**config.mk**
```make
export PLATFORM = sky130hd
export DESIGN_NAME = pixel_batch_scheduler_flat
export DESIGN_NICKNAME = d
export VERILOG_FILES = /design/src/rtl/pixel_batch_scheduler_pkg.sv /design/src/rtl/pixel_batch_scheduler_if.sv /design/src/rtl/pixel_batch_scheduler_counter.sv /design/src/rtl/pixel_batch_scheduler.sv /design/src/flat_wrapper.sv
export SDC_FILE = /design/constraint.sdc
export NUM_CORES = 1
export LEC_CHECK = 0
export CAP_MARGIN = 20
export CORE_MARGIN = 1.5
export CORE_UTILIZATION = 46
export CTS_BUF_LIST = sky130_fd_sc_hd__clkbuf_8
export DETAILED_ROUTE_END_ITERATION = 16
export GPL_TIMING_DRIVEN = 1
export HOLD_SLACK_MARGIN = 0.03
export PLACE_DENSITY = 0.84
export SYNTH_ARGS = -nofsm -noshare
export SYNTH_HDL_FRONTEND = slang
export SYNTH_HIERARCHICAL = 1
export SYNTH_SLANG_ARGS = --single-unit
export TNS_END_PERCENT = 30
```
**constraint.sdc**
```tcl
create_clock -name clk -period 4.5 [get_ports clk]
set_input_delay 0.45 -clock clk [delete_from_list [all_inputs] [get_ports clk]]
set_output_delay 0.45 -clock clk [all_outputs]
set_load 0.01 [all_outputs]
```
**src/rtl/pixel_batch_scheduler_pkg.sv**
```systemverilog
// Shared types and sizing helpers for the pixel batch scheduler.
// Used by the scheduler FSM, its position counter and display-side logic.
package pixel_sched_pkg;

  typedef enum logic [1:0] {
    IDLE,
    ARM,
    COMPUTE
  } sched_state_e;

  function automatic int cnt_w(input int n);
    return (n > 1) ? $clog2(n) : 1;
  endfunction

  function automatic int batches_per_line(
    input int h_res,
    input int num_pixels
  );
    return h_res / num_pixels;
  endfunction

endpackage

```
**src/rtl/pixel_batch_scheduler_if.sv**
```systemverilog
// Processor and scan-out FIFO signals driven/consumed by the scheduler.
// master = scheduler side, slave = processor/FIFO side.
interface pixel_batch_scheduler_if #(
  parameter int RESULT_WIDTH = 96
) ();

  logic                    new_frame;
  logic                    start_next_batch;
  logic [RESULT_WIDTH-1:0] result;
  logic                    result_ready;
  logic                    fifo_full;
  logic                    fifo_wr_en;
  logic [RESULT_WIDTH-1:0] fifo_wr_data;

  modport master (
    output new_frame,
    output start_next_batch,
    input  result,
    input  result_ready,
    input  fifo_full,
    output fifo_wr_en,
    output fifo_wr_data
  );

  modport slave (
    input  new_frame,
    input  start_next_batch,
    output result,
    output result_ready,
    output fifo_full,
    input  fifo_wr_en,
    input  fifo_wr_data
  );

endinterface

```
**src/rtl/pixel_batch_scheduler_counter.sv**
```systemverilog
// Nested batch-within-line / line-within-frame position counter.
// Wraps fully after the last batch of the last line.
module batch_position_counter
  import pixel_sched_pkg::*;
#(
  parameter int BATCHES = 80,
  parameter int LINES   = 480
) (
  input  logic                      clk,
  input  logic                      reset_n,
  input  logic                      clear,
  input  logic                      advance,
  output logic [cnt_w(BATCHES)-1:0] batch,
  output logic [cnt_w(LINES)-1:0]   line,
  output logic                      last_of_frame
);

  localparam int BW = cnt_w(BATCHES);
  localparam int LW = cnt_w(LINES);
  localparam logic [BW-1:0] B_LAST = BW'(BATCHES - 1);
  localparam logic [LW-1:0] L_LAST = LW'(LINES - 1);

  logic end_of_line;

  assign end_of_line   = (batch == B_LAST);
  assign last_of_frame = end_of_line && (line == L_LAST);

  always_ff @(posedge clk or negedge reset_n) begin
    if (!reset_n) begin
      batch <= '0;
      line  <= '0;
    end else if (clear) begin
      batch <= '0;
      line  <= '0;
    end else if (advance) begin
      if (end_of_line) begin
        batch <= '0;
        line  <= (line == L_LAST) ? '0 : line + 1'b1;
      end else begin
        batch <= batch + 1'b1;
      end
    end
  end

endmodule

```
**src/rtl/pixel_batch_scheduler.sv**
```systemverilog
// Sequences pixel_processor batches over a frame and feeds the scan-out FIFO.
// All handshake outputs are registered pulses.
module pixel_batch_scheduler
  import pixel_sched_pkg::*;
#(
  parameter int NUM_PIXELS   = 8,
  parameter int PIXEL_WIDTH  = 12,
  parameter int H_RES        = 640,
  parameter int V_RES        = 480,
  parameter int RESULT_WIDTH = NUM_PIXELS * PIXEL_WIDTH
) (
  input  logic clk,
  input  logic reset_n,
  input  logic enable,
  input  logic frame_start,
  pixel_batch_scheduler_if.master bus,
  output logic busy,
  output logic frame_done,
  output logic frame_overrun,
  output logic [cnt_w(H_RES/NUM_PIXELS)-1:0] cur_batch,
  output logic [cnt_w(V_RES)-1:0]            cur_line
);

  localparam int BPL = batches_per_line(H_RES, NUM_PIXELS);

  sched_state_e state_q, state_d;

  logic nf_d, snb_d, wr_d, fd_d;
  logic ov_set, clr, adv, last, write_ok;
  logic nf_q, snb_q, wr_q, fd_q, ov_q;
  logic [RESULT_WIDTH-1:0] data_q;

  batch_position_counter #(
    .BATCHES (BPL),
    .LINES   (V_RES)
  ) u_pos (
    .clk           (clk),
    .reset_n       (reset_n),
    .clear         (clr),
    .advance       (adv),
    .batch         (cur_batch),
    .line          (cur_line),
    .last_of_frame (last)
  );

  assign write_ok = bus.result_ready && !bus.fifo_full;

  always_comb begin
    state_d = state_q;
    nf_d    = 1'b0;
    snb_d   = 1'b0;
    wr_d    = 1'b0;
    fd_d    = 1'b0;
    ov_set  = 1'b0;
    clr     = 1'b0;
    adv     = 1'b0;
    unique case (state_q)
      IDLE: begin
        if (frame_start && enable) begin
          nf_d    = 1'b1;
          clr     = 1'b1;
          state_d = ARM;
        end
      end
      ARM: begin
        // result_ready is stale here; the processor has not seen our pulse
        state_d = COMPUTE;
        if (frame_start) begin
          ov_set  = 1'b1;
          nf_d    = 1'b1;
          clr     = 1'b1;
          state_d = ARM;
        end
      end
      COMPUTE: begin
        if (write_ok && last) begin
          wr_d    = 1'b1;
          fd_d    = 1'b1;
          adv     = 1'b1;
          state_d = IDLE;
          if (frame_start && enable) begin
            nf_d    = 1'b1;
            clr     = 1'b1;
            state_d = ARM;
          end
        end else if (frame_start) begin
          ov_set  = 1'b1;
          nf_d    = 1'b1;
          clr     = 1'b1;
          state_d = ARM;
        end else if (write_ok) begin
          wr_d    = 1'b1;
          adv     = 1'b1;
          snb_d   = 1'b1;
          state_d = ARM;
        end
      end
      default: state_d = IDLE;
    endcase
  end

  always_ff @(posedge clk or negedge reset_n) begin
    if (!reset_n) begin
      state_q <= IDLE;
      nf_q    <= 1'b0;
      snb_q   <= 1'b0;
      wr_q    <= 1'b0;
      fd_q    <= 1'b0;
      ov_q    <= 1'b0;
      data_q  <= '0;
    end else begin
      state_q <= state_d;
      nf_q    <= nf_d;
      snb_q   <= snb_d;
      wr_q    <= wr_d;
      fd_q    <= fd_d;
      if (ov_set) ov_q <= 1'b1;
      if (wr_d) data_q <= bus.result;
    end
  end

  assign bus.new_frame        = nf_q;
  assign bus.start_next_batch = snb_q;
  assign bus.fifo_wr_en       = wr_q;
  assign bus.fifo_wr_data     = data_q;
  assign busy                 = (state_q != IDLE);
  assign frame_done           = fd_q;
  assign frame_overrun        = ov_q;

endmodule

```
**src/flat_wrapper.sv**
```systemverilog
// flat-port wrapper written by rule: the top's interface ports become plain ports
module pixel_batch_scheduler_flat import pixel_sched_pkg::*;
#(
  parameter int NUM_PIXELS   = 8,
  parameter int PIXEL_WIDTH  = 12,
  parameter int H_RES        = 640,
  parameter int V_RES        = 480,
  parameter int RESULT_WIDTH = NUM_PIXELS * PIXEL_WIDTH
)
  (clk, reset_n, enable, frame_start, busy, frame_done, frame_overrun, cur_batch, cur_line, bus_new_frame, bus_start_next_batch, bus_result, bus_result_ready, bus_fifo_full, bus_fifo_wr_en, bus_fifo_wr_data);
  pixel_batch_scheduler_if #(.RESULT_WIDTH(RESULT_WIDTH)) bus_i ();
  input  logic clk;
  input  logic reset_n;
  input  logic enable;
  input  logic frame_start;
  output logic busy;
  output logic frame_done;
  output logic frame_overrun;
  output logic [cnt_w(H_RES/NUM_PIXELS)-1:0] cur_batch;
  output logic [cnt_w(V_RES)-1:0] cur_line;
  output wire logic [$bits(bus_i.new_frame)-1:0] bus_new_frame;
  output wire logic [$bits(bus_i.start_next_batch)-1:0] bus_start_next_batch;
  input wire logic [$bits(bus_i.result)-1:0] bus_result;
  input wire logic [$bits(bus_i.result_ready)-1:0] bus_result_ready;
  input wire logic [$bits(bus_i.fifo_full)-1:0] bus_fifo_full;
  output wire logic [$bits(bus_i.fifo_wr_en)-1:0] bus_fifo_wr_en;
  output wire logic [$bits(bus_i.fifo_wr_data)-1:0] bus_fifo_wr_data;
  assign bus_new_frame = bus_i.new_frame;
  assign bus_start_next_batch = bus_i.start_next_batch;
  assign bus_i.result = bus_result;
  assign bus_i.result_ready = bus_result_ready;
  assign bus_i.fifo_full = bus_fifo_full;
  assign bus_fifo_wr_en = bus_i.fifo_wr_en;
  assign bus_fifo_wr_data = bus_i.fifo_wr_data;
  pixel_batch_scheduler #(.NUM_PIXELS(NUM_PIXELS), .PIXEL_WIDTH(PIXEL_WIDTH), .H_RES(H_RES), .V_RES(V_RES), .RESULT_WIDTH(RESULT_WIDTH)) u_core (.clk(clk), .reset_n(reset_n), .enable(enable), .frame_start(frame_start), .bus(bus_i), .busy(busy), .frame_done(frame_done), .frame_overrun(frame_overrun), .cur_batch(cur_batch), .cur_line(cur_line));
endmodule
```
==> results.toml <==
[outcome]
status = "finished, final reports clean"

[die]
core_area_mm2 = 0.0103
start_util_pct = 47.3
die_x_um = 106
dieArea_mm2 = 0.0112
rows = 37
io_pins = 220
fp.dieH_um = 106

[cells_and_area]
antennaDiodeCount = 0
finalNetCount = 675
area_growth_pct = 56.2
mostFrequentLayoutCells = "clkdlybuf4s50_1 (218), dfrtp_1 (119), mux2_2 (67)"
final_common_cell = "clkdlybuf4s50_1"
drive_above_1_share_pct = 18.3

[yosys]
ys_seq_elements = 119
ys.flop_type = "dfrtp_1"
synth_edf_count = 0
syn_area_mm2 = 0.00486
synth_cell_types = 45
synth.yosys.seq_area_share_pct = 61.3
syn_nets = 447
synth_largest_area_cell = "dfrtp_1"
synth_cells = 339
synth_top_area_share_pct = 61.3
yosys-top-cells-area = "dfrtp_1 (61%), mux2_2 (16%), mux2_1 (6.7%)"
synth_area_per_cell_um2 = 14.3
synth-async-reset-ratio_pct = 100
ys_warn_count = 6

[place]
place_ws_ns = 1.25
dp_hpwl_um = 8790
port_buffers = 219
gp_congestion = 0.846

[clocking]
clock_sinks = 119
cts-root-buf = "clkbuf_8"
cts_tree = "built"
cts_max_path_buffers = 2
h-tree-depth = 4
clk_pin_slew_worst_paths_ns = 0.06
numCtsBuffers = 17
worst_skew_pair.late_latency_ns = 0.42

[min_path]
min_path_type = "input pin to async pin"

[sta]
finalHoldViolCount = 0
setup_tns_ns = 0
setup_viol = 0
clock_skew_ns = 0.00961
max_freq_ghz = 0.296
whs_ns = 0.440
final_min_period_over_clock_period_pct = 75.2
setup_slack_ns = 1.12
period_minus_slack_ns = 3.38
worstMarginPinSlew_ns = 0.823
worst_slew_margin_rel_pct = 45.2
drv_slew = 0
rsz0062_at_grt = "no"

[global_route]
grt_antenna_before_repair = 0
grt_overflow = 0
grtUsageTotal_pct = 22.8
grt_max_degree = 65
grt_pass1_vias = 3858
grt_first_pass_wirelength_um = 19700

[critical_path]
cp-end-kind = "register"
cpMaxStageDelayCell = "or4_1"
required_ns = 4.84
path_cells = "ha_1 -> nand4_1 -> or4_1 -> nor2_1 -> inv_1 -> a21oi_4 -> nand4_1 -> or2_4 -> or4_1 -> a21oi_1"
cpPeakStageDelay_ns = 0.61
startpoint_type = "register"
path_class = "register to register"
critPathMaxFanout = 11
worstPathArrival_ns = 3.73
path_buf_inv = 1
cp_top_family = "simple AND/OR/NAND/NOR gates"

[detailed_routing]
routed_via_density = 4.99
drt_wl_total_um = 12100
drtIter0Drc = 134
vias = 3575
avgRoutedWirePerCell_um = 16.9
ant_nets = 0
drc_errors = 0
dr.pass1.iters = 4

[pwr]
p_leak_uw = 0.00334
power_density_mw_per_mm2 = 615
irDropWorstVdd_mv = 0.395

[job]
cap_violations = 0
==> path summary, 6_finish.rpt <==
kind | startpoint | depth (start not counted) | slack (ns) | endpoint
setup / recovery | u_core/u_pos/line[0] | 10 | 1.12 | u_core/u_pos/line[6]
hold / removal | reset_n | 2 | 0.44 | u_core/u_pos/line[5]
setup reg to reg | u_core/u_pos/line[0] | 10 | 1.12 | u_core/u_pos/line[6]
hold reg to reg | u_core/frame_overrun | 1 | 0.48 | u_core/frame_overrun
max in group asynchronous | reset_n | 3 | 3.16 | u_core/bus.fifo_wr_data[13]
min in group clk | u_core/frame_overrun | 1 | 0.48 | u_core/frame_overrun
==> cell families after synthesis <==
group	Yosys count	synth area share, %
XOR/XNOR	4	0.721
AO/OA/AOI/OAI	29	4.17
AND/OR/NAND/NOR	58	6.51
buffers and inverters	25	3.14
adder cells (fa/ha/maj)	6	1.54
multiplexers	98	22.7
flip-flops	119	61.3
==> flip-flops by register name, indices dropped and copies added, names as in the netlist <==
name / cells
u_core/state_q: 2
u_core/bus.fifo_wr_data: 96
u_core/bus.start_next_batch: 1
u_core/u_pos/batch: 7
u_core/frame_overrun: 1
u_core/u_pos/line: 9
u_core/frame_done: 1
u_core/bus.new_frame: 1
u_core/bus.fifo_wr_en: 1
==> Yosys cell counts, types with 2 or more instances <==
| library cell | number |
|---|---|
| buf_6 | 4 |
| a21o_1 | 3 |
| o31ai_1 | 3 |
| a311oi_1 | 2 |
| nand4_1 | 3 |
| buf_2 | 2 |
| or4_1 | 2 |
| nor3_1 | 6 |
| clkbuf_1 | 3 |
| dfrtp_1 | 119 |
| nor2b_1 | 3 |
| xor2_1 | 2 |
| nand2b_1 | 2 |
| a21oi_1 | 8 |
| nand2_1 | 10 |
| xnor2_1 | 2 |
| buf_4 | 7 |
| a31oi_1 | 2 |
| nand3b_1 | 3 |
| o21ai_0 | 3 |
| nor4_1 | 2 |
| ha_1 | 6 |
| nand3_1 | 7 |
| mux2_1 | 29 |
| nor2_1 | 11 |
| mux2i_1 | 2 |
| mux2_2 | 67 |
| inv_1 | 9 |
==> metal layers <==
metal  track usage, %  part of all wire [%]  wire length (um)
met2             38.5                    52              6240
met3             8.53                   7.6               918
met5                0                     0                 0
met1             26.1                    38              4620
met4             9.46                   2.8               345
==> metrics by stage <==
step / cells / instance area, um2 / total power (uW) / util, %
after detailed placement: 683 / 7140 / 3650 / 69.5
final: 716 / 7590 / 4670 / 73.9
after global routing: 716 / 7590 / 4920 / 73.9
after global placement: 683 / 7140 / 3560 / 69.5
after CTS: 716 / 7590 / 4720 / 73.9
after floorplan: 339 / 4860 / 2460 / -
==> power by group <==
group	switching [uW]	internal [uW]
sequential	230	1530
combinational	689	1170
clock	402	654
==> repair_timing <==
item | CTS | global route
hold buffers | 1 | 0
setup buffers | 0 | 0
resized for setup | 0 | 0
endpoints found under the hold margin | 17 | 0
==> layout make-up <==
type | count | area (um2)
Fill cell | 709 | 2690
Clock buffer | 21 | 289
Timing Repair Buffer | 225 | 2240
Sequential cell | 119 | 2980
Multi-Input combinational cell | 195 | 1730
Tap cell | 136 | 170
Clock inverter | 11 | 154
Inverter | 9 | 33.8
No activity file was read; power rests on OpenSTA's default activity.
